[src/rtl/vga_pkg.sv]
// Shared timing defaults and types for the VGA raster generator.
package vga_pkg;

  localparam int VGA_H_ACTIVE = 640;
  localparam int VGA_H_FP     = 16;
  localparam int VGA_H_SYNC   = 96;
  localparam int VGA_H_BP     = 48;
  localparam int VGA_V_ACTIVE = 480;
  localparam int VGA_V_FP     = 10;
  localparam int VGA_V_SYNC   = 2;
  localparam int VGA_V_BP     = 33;

  localparam int VGA_H_TOTAL  = VGA_H_ACTIVE + VGA_H_FP + VGA_H_SYNC + VGA_H_BP;
  localparam int VGA_V_TOTAL  = VGA_V_ACTIVE + VGA_V_FP + VGA_V_SYNC + VGA_V_BP;

  typedef enum logic [1:0] {ACTIVE, FRONT, SYNC, BACK} axis_state_t;

  typedef struct packed {
    logic [7:0] r;
    logic [7:0] g;
    logic [7:0] b;
  } rgb_t;

  // Colour bar i: each index bit drives one primary fully on or off.
  function automatic rgb_t bar_color(input logic [2:0] idx);
    rgb_t c;
    c.r = idx[2] ? 8'hFF : 8'h00;
    c.g = idx[1] ? 8'hFF : 8'h00;
    c.b = idx[0] ? 8'hFF : 8'h00;
    return c;
  endfunction

endpackage

[src/rtl/vga_axis_counter.sv]
// One raster axis: wrapping position counter plus ACTIVE/FRONT/SYNC/BACK region decode.
module vga_axis_counter #(
  parameter int ACTIVE = 640,
  parameter int FP     = 16,
  parameter int SYNC   = 96,
  parameter int BP     = 48
) (
  input  logic                  Clk,
  input  logic                  Reset,
  input  logic                  inc,
  output logic [9:0]            count,
  output vga_pkg::axis_state_t  state,
  output logic                  wrap
);

  localparam logic [9:0] LAST        = 10'(ACTIVE + FP + SYNC + BP - 1);
  localparam logic [9:0] FRONT_START = 10'(ACTIVE);
  localparam logic [9:0] SYNC_START  = 10'(ACTIVE + FP);
  localparam logic [9:0] BACK_START  = 10'(ACTIVE + FP + SYNC);

  assign wrap = inc && (count == LAST);

  // NOTE: clocked state uses non-blocking assignments so every flop samples pre-edge values.
  always_ff @(posedge Clk or posedge Reset) begin
    if (Reset)    count <= '0;
    else if (inc) count <= (count == LAST) ? '0 : count + 10'd1;
  end

  // NOTE: default assignment first so no path through this block can infer a latch.
  always_comb begin
    state = vga_pkg::ACTIVE;
    if (count >= BACK_START)       state = vga_pkg::BACK;
    else if (count >= SYNC_START)  state = vga_pkg::SYNC;
    else if (count >= FRONT_START) state = vga_pkg::FRONT;
  end

endmodule

[src/rtl/vga_timing_gen.sv]
// VGA raster timing and registered output stage; `VGA_TEST_PATTERN_EN adds a colour-bar
// test_mode input that overrides the engine RGB.
module vga_timing_gen
  import vga_pkg::*;
#(
  parameter int CLK_DIV  = 2,
  parameter int H_ACTIVE = VGA_H_ACTIVE,
  parameter int H_FP     = VGA_H_FP,
  parameter int H_SYNC   = VGA_H_SYNC,
  parameter int H_BP     = VGA_H_BP,
  parameter int V_ACTIVE = VGA_V_ACTIVE,
  parameter int V_FP     = VGA_V_FP,
  parameter int V_SYNC   = VGA_V_SYNC,
  parameter int V_BP     = VGA_V_BP
) (
  input  logic       Clk,
  input  logic       Reset,
`ifdef VGA_TEST_PATTERN_EN
  input  logic       test_mode,
`endif
  input  logic [7:0] Red_in,
  input  logic [7:0] Green_in,
  input  logic [7:0] Blue_in,
  output logic       pixel_clk,
  output logic [9:0] DrawX,
  output logic [9:0] DrawY,
  output logic       blank,
  output logic       frame_start,
  output logic       hs,
  output logic       vs,
  output logic       sync,
  output logic [7:0] VGA_R,
  output logic [7:0] VGA_G,
  output logic [7:0] VGA_B
);

  localparam int             DIV_W    = $clog2(CLK_DIV);
  localparam logic [DIV_W-1:0] DIV_LAST = DIV_W'(CLK_DIV - 1);

  logic [DIV_W-1:0] div_cnt;
  axis_state_t      h_state, v_state;
  logic             h_wrap;
  logic             hs_raw, vs_raw;
  logic             blank_d;
  rgb_t             engine_rgb, src_rgb, rgb_q;

  always_ff @(posedge Clk or posedge Reset) begin
    if (Reset) div_cnt <= '0;
    else       div_cnt <= pixel_clk ? '0 : div_cnt + DIV_W'(1);
  end

  assign pixel_clk = (div_cnt == DIV_LAST);

  vga_axis_counter #(
    .ACTIVE (H_ACTIVE), .FP (H_FP), .SYNC (H_SYNC), .BP (H_BP)
  ) u_h (
    .Clk (Clk), .Reset (Reset), .inc (pixel_clk),
    .count (DrawX), .state (h_state), .wrap (h_wrap)
  );

  // h_wrap already implies pixel_clk; the vertical wrap is exactly the last pixel of the frame.
  vga_axis_counter #(
    .ACTIVE (V_ACTIVE), .FP (V_FP), .SYNC (V_SYNC), .BP (V_BP)
  ) u_v (
    .Clk (Clk), .Reset (Reset), .inc (h_wrap),
    .count (DrawY), .state (v_state), .wrap (frame_start)
  );

  assign blank  = (h_state == ACTIVE) && (v_state == ACTIVE);
  assign hs_raw = (h_state != SYNC);
  assign vs_raw = (v_state != SYNC);
  assign sync   = 1'b0;

  assign engine_rgb = {Red_in, Green_in, Blue_in};

`ifdef VGA_TEST_PATTERN_EN
  localparam int BAR_W = H_ACTIVE / 8;
  logic [2:0] bar_idx;

  // Leftmost bar is index 7 (white), counting down to 0 (black) at the right edge.
  always_comb begin
    bar_idx = 3'd7;
    for (int k = 1; k < 8; k++)
      if (DrawX >= 10'(k * BAR_W)) bar_idx = 3'(7 - k);
  end

  assign src_rgb = test_mode ? bar_color(bar_idx) : engine_rgb;
`else
  assign src_rgb = engine_rgb;
`endif

  always_ff @(posedge Clk or posedge Reset) begin
    if (Reset) begin
      hs      <= 1'b1;
      vs      <= 1'b1;
      blank_d <= 1'b0;
      rgb_q   <= '0;
    end else if (pixel_clk) begin
      hs      <= hs_raw;
      vs      <= vs_raw;
      blank_d <= blank;
      rgb_q   <= blank ? src_rgb : '0;
    end
  end

  // blank_d and rgb_q load together, so this gate only reinforces the blanking already registered.
  assign VGA_R = blank_d ? rgb_q.r : 8'h00;
  assign VGA_G = blank_d ? rgb_q.g : 8'h00;
  assign VGA_B = blank_d ? rgb_q.b : 8'h00;

endmodule

[config.mk]
export PLATFORM = sky130hd
export DESIGN_NAME = vga_timing_gen
export DESIGN_NICKNAME = d
export VERILOG_FILES = /design/src/rtl/vga_pkg.sv /design/src/rtl/vga_axis_counter.sv /design/src/rtl/vga_timing_gen.sv
export SDC_FILE = /design/constraint.sdc
export NUM_CORES = 1
export LEC_CHECK = 0
export BUFFER_PORTS_ARGS = -buffer_cell sky130_fd_sc_hd__buf_2
export CAP_MARGIN = 5
export CORE_UTILIZATION = 50
export DETAILED_ROUTE_END_ITERATION = 8
export PLACE_DENSITY = 0.79
export SETUP_SLACK_MARGIN = 0.05
export SYNTH_ARGS = -nofsm -noshare
export SYNTH_HDL_FRONTEND = slang
export SYNTH_SLANG_ARGS = --single-unit
[constraint.sdc]
create_clock -name Clk -period 2.09 [get_ports Clk]
set_clock_uncertainty 0.1 [all_clocks]
set_input_delay 0.3135 -clock Clk [delete_from_list [all_inputs] [get_ports Clk]]
set_output_delay 0.3135 -clock Clk [all_outputs]
set_load 0.03 [all_outputs]
Word level (Yosys, flattened, before mapping):

Cells that the tools add are included.

* register bits: 48
* input bits: 26
* output and inout port bits: 50
* word-level logic and storage cells: 40

* add/subtract/negate cells: 3
* magnitude comparators: 6
* eq/ne operators: 4
* mux-type cells: 13
* reductions and logical operators: 5

Operators with widths (number)
* $ge 10x10->1 const B: 3
* $ge 10x9->1 const B: 3
* $mux 24: 1
* $mux 8: 3
* $add 10x1->10 const B: 2
* $eq 10x10->1 const B: 2
* $mux 10: 2
* $mux 2: 4
* $logic_not 2->1: 2
* $ne 2x2->1 const B: 2
* $logic_and 1x1->1: 3
* $mux 1: 3
* $add 1x1->1 const B: 1

Longest topological paths before layout:

* depth after elaboration: 7
* mapped depth: 7
* depth with buffers taken out: 6

Hierarchy:

A second synthesis with hierarchy kept.

* cell total of the unflattened synthesis: 240
* area, all modules: 2618.8 sq um

By module, submodules not included
* vga_timing_gen: instances 1, cells an instance 123, area each 1443.9 sq um, seq. area each 703.2 sq um
* vga_axis_counter at u_v: instances 1, cells an instance 61, area each 604.3 sq um, seq. area each 250.2 sq um
* vga_axis_counter at u_h: instances 1, cells an instance 56, area each 570.5 sq um, seq. area each 250.2 sq um

Worst setup path after synthesis:

OpenSTA, ideal clock, no wires.

* kind: reg-to-output
* start: register u_v.count[0]
* end: output frame_start
* arrival time: 1.887 ns
* data required time: 1.676 ns
* slack: -0.211 ns
* cell stages (with the launch flop): 7
* buffers on the path: 1
* cell sequence: dfrtp_1 > inv_1 > ha_1 > nand4_1 > or4_1 > buf_2 > nor2_1

* word-level cells in the longest chain between the ends: 2

Ends and longest elaborated chain
* start, declared: RTL line vga_axis_counter.sv:11 `output logic [9:0] count,`
* start signal, assigned: RTL line vga_axis_counter.sv:26 `else if (inc) count <= (count == LAST) ? '0 : count + 10'd1;`
* $eq 10x10->1: RTL line vga_axis_counter.sv:21 `assign wrap = inc && (count == LAST);`
* $logic_and 1x1->1: RTL line vga_axis_counter.sv:21
* end, declared: RTL line vga_timing_gen.sv:28 `output logic frame_start,`

Every way passes these cells.

Final worst setup path:

* start: register u_v.count[5]
* end: output frame_start

Same word-level chain as after synthesis.

==> flow_summary.toml <==
[yosys]
synth_top_area_frac = 0.4852
ys.flop_type = "dfrtp_1"
synth_area_leaders = "dfrtp_1, o2bb2ai_1, and2_1"
synth_cell_types = 43
syn_avg_cell_area_um2 = 9.803
synth_area_um2 = 2372
yosysTopAreaCell = "dfrtp_1"
async_reset_ff_frac = 1.000
syn_inst = 242
synth_seq_cells = 48
yosys_warnings = 0
syn_nets = 273
synth_enable_flop_cells = 0
yosysSeqAreaShare = 0.5074

[sta]
fmax_mhz = 452.9
post-route-period-util = 1.056
fin_crit_ps = 2208
finalSetupViolCount = 1
maxSlewViolCount = 0
worst_slack_ps = -117.9
tightest_slew_ps = 581.8
hold_viol = 0
hold_ws_ps = 142.8
slew_headroom = 0.6122
rsz0062_at_grt = "yes"

[power_and_ir_drop]
sw_frac_of_total = 0.2490
internal-power_w = 0.001247
vdd_drop_max_v = 0.0003677
p_clk_frac = 0.323
p_leak_nw = 1.468
p_sw_w = 0.0004133
p_per_area_nw_per_um2 = 552.3
p_comb_frac = 0.097
pwr-share-seq = 0.580

[route]
vias = 2049
routed_wirelength_um = 5387
top_layer = "met4"
met3_length_um = 257
antenna_left = 0
first_pass_iters = 6
routed_via_density = 5.435
wl_met2_um = 2679
m1WireLength_um = 2394
drc = 10
routedWlPerCell_um = 14.29
drt-initial-drc-count = 152

[global_route]
grt_max_degree = 30
grt_overflow = 0
grt_pass1_vias = 1961
gr-usage-all-layers = 0.2312
grt_pass1_wl_um = 9073
antenna_found_initial = 0

[setup_path]
crit_path_end_kind = "output port"
crit_family = "simple AND/OR/NAND/NOR gates"
path_max_fanout = 2
r2r-end = "u_v.count[2]"
cp_num_buf_inv = 1
reg2reg_depth = 5
worstPathArrival_ps = 1790
worstPathCellList = "or3_1 -> or4_4 -> nor2_4 -> buf_6"
cpMaxStageDelayCell = "or4_4"
critPathMaxStageDelay_ps = 510
rrSetupSlack_ps = 110
r2r_start = "u_v.count[5]"
criticalPathCategory = "register to output port"
crit_required_ps = 1680
start_kind = "register"

[min_path]
whs_path_depth = 3
min_path_type = "primary input to register"
min_to = "rgb_q[10]"
min_from = "Green_in[2]"

[cts]
cts_tree = "built"
clock_latency_ps = 300
cts_max_level = 2
clk_pin_slew_worst_paths_ps = 90
cts_buffer_depth = 2
clock-root-buffer = "clkbuf_8"
cts_sinks = 48
numCtsBuffers = 5

[job]
cap_violations = 0

[layout]
final_cells = 377
nNetsFinal = 355
diodes = 0
area_growth_pct = 26.69
drive_gt1_frac = 0.3477
fillers = 357

[die]
start_util = 0.5338
coreArea_um2 = 4444
num_io_pins = 76
die-width_um = 70.88
dieArea_um2 = 5024
core.rowCount = 24
die_h_um = 70.88

[placed_design]
place_inst = 365
gp_congestion = 0.8746
hpwlAfterDp_um = 3719
port_buffers = 74

[outcome]
status = "finished with violations"
violations = "design-rule violations, negative setup slack"
power groups by stage:
| stage | Sequential [W] | Combinational, W | Clock (W) |
|---|---|---|---|
| 2_1_floorplan | 0.000978 | 0.000106 | 0 |
| 3_3_place_gp | 0.000979 | 0.000161 | 0 |
| 3_5_place_dp | 0.000980 | 0.000163 | 0 |
| 4_1_cts | 0.000962 | 0.000165 | 0.000553 |
| 5_1_grt | 0.000966 | 0.000177 | 0.000592 |
| 6_report | 0.000962 | 0.000162 | 0.000536 |
logic make-up (layout without fill, tap and decap cells):
group	count (synthesis)	count (layout)	share of synthesized area
other	1	1	0.001581
buffers and inverters	25	108	0.04378
adders and majority gates	5	5	0.02637
muxes	1	1	0.004220
xor gates and xnor gates	11	11	0.04061
and+or+nand+nor	110	110	0.2437
DFF	48	48	0.5074
AOI/OAI and AO/OA	41	41	0.1324
placed cells by master, fill, tap and decap left out, drive strengths merged:
cell          n
mux2i         1
ha            5
o21ai         8
nor3b         1
nor2         11
dfstp         2
and2         26
a21o          2
clkinv        1
nand2b        1
xnor2         6
and4          1
and3          3
a41oi         1
a21oi         2
nor4          1
clkbuf        7
dfrtp        46
and2b         1
nand3         8
or3           1
nand4bb       1
nor3          8
buf          90
nand4         7
conb          1
a22oi         1
nor4b         1
or4           1
inv           9
nand2        37
a31oi         1
dlygate4sd3   1
o31a          1
xor2          5
o31ai         1
o2bb2ai      24
or4b          1
flip-flops by register name (all words and copies together) (netlist names):
signal	flops
pixel_clk	1
u_v.count	10
rgb_q	24
blank_d	1
hs	1
vs	1
u_h.count	10
synth_stat cells (6+ instances only):
| master | n |
|---|---|
| nand3_1 | 8 |
| inv_1 | 8 |
| nand2_1 | 37 |
| nor3_1 | 7 |
| clkbuf_1 | 10 |
| and2_1 | 26 |
| nand4_1 | 6 |
| dfrtp_1 | 46 |
| xnor2_1 | 6 |
| o2bb2ai_1 | 24 |
| o21ai_0 | 6 |
| nor2_1 | 11 |
worst max path at each step:
stage,startpoint,to,slack (ps),cells past startpoint
finish,u_v.count[5],frame_start,-120,4
global route,u_v.count[5],frame_start,-170,4
CTS,u_v.count[1],frame_start,-80,6
detailed placement,u_v.count[0],u_v.count[2],110,7
global placement,u_v.count[0],u_v.count[2],150,7
floorplan,u_v.count[5],frame_start,50,4
area by class of cell:
class / instances / area [um^2] / area share
Inverter: 9 / 33.78 / 0.01124
Sequential cell: 48 / 1207 / 0.4017
Timing Repair Buffer: 91 / 513.0 / 0.1707
Tap cell: 52 / 65.06 / 0.02165
Multi-Input combinational cell: 169 / 1105 / 0.3676
Clock buffer: 7 / 76.32 / 0.02540
Clock inverter: 1 / 5.005 / 0.001665
tightest hold or removal path, stage by stage:
cell and delay (ps):
buf_2 90, nand2_1 50, o2bb2ai_1 50
routing by layer:
metal / GRT usage / vias to the layer above
met5: 0 / -
met4: 0.08889 / 0
met3: 0.05271 / 4
met2: 0.3675 / 58
met1: 0.3113 / 992
li1: - / 995
metrics by stage:
stage               setup slack [ps]  total power, W    util  instance area, um^2  TNS [ps]
floorplan                      51.54        0.001083       -                 2382         0
finish                        -117.9        0.001660  0.6762                 3005    -117.9
detailed placement             113.4        0.001144  0.6402                 2845         0
global placement               153.2        0.001141  0.6402                 2845         0
global route                  -165.4        0.001735  0.6762                 3005    -165.4
CTS                           -77.00        0.001681  0.6636                 2949    -77.00
what timing repair did:
action                     4_1_cts  5_1_grt
setup endpoints to repair        1        5
pin swaps                        1        1
resized for setup                5        9
buffers inserted                 0        3
hold buffers                     1        0
hold endpoints to repair         7        0
Note: power is estimated with default switching activity, not from simulation.
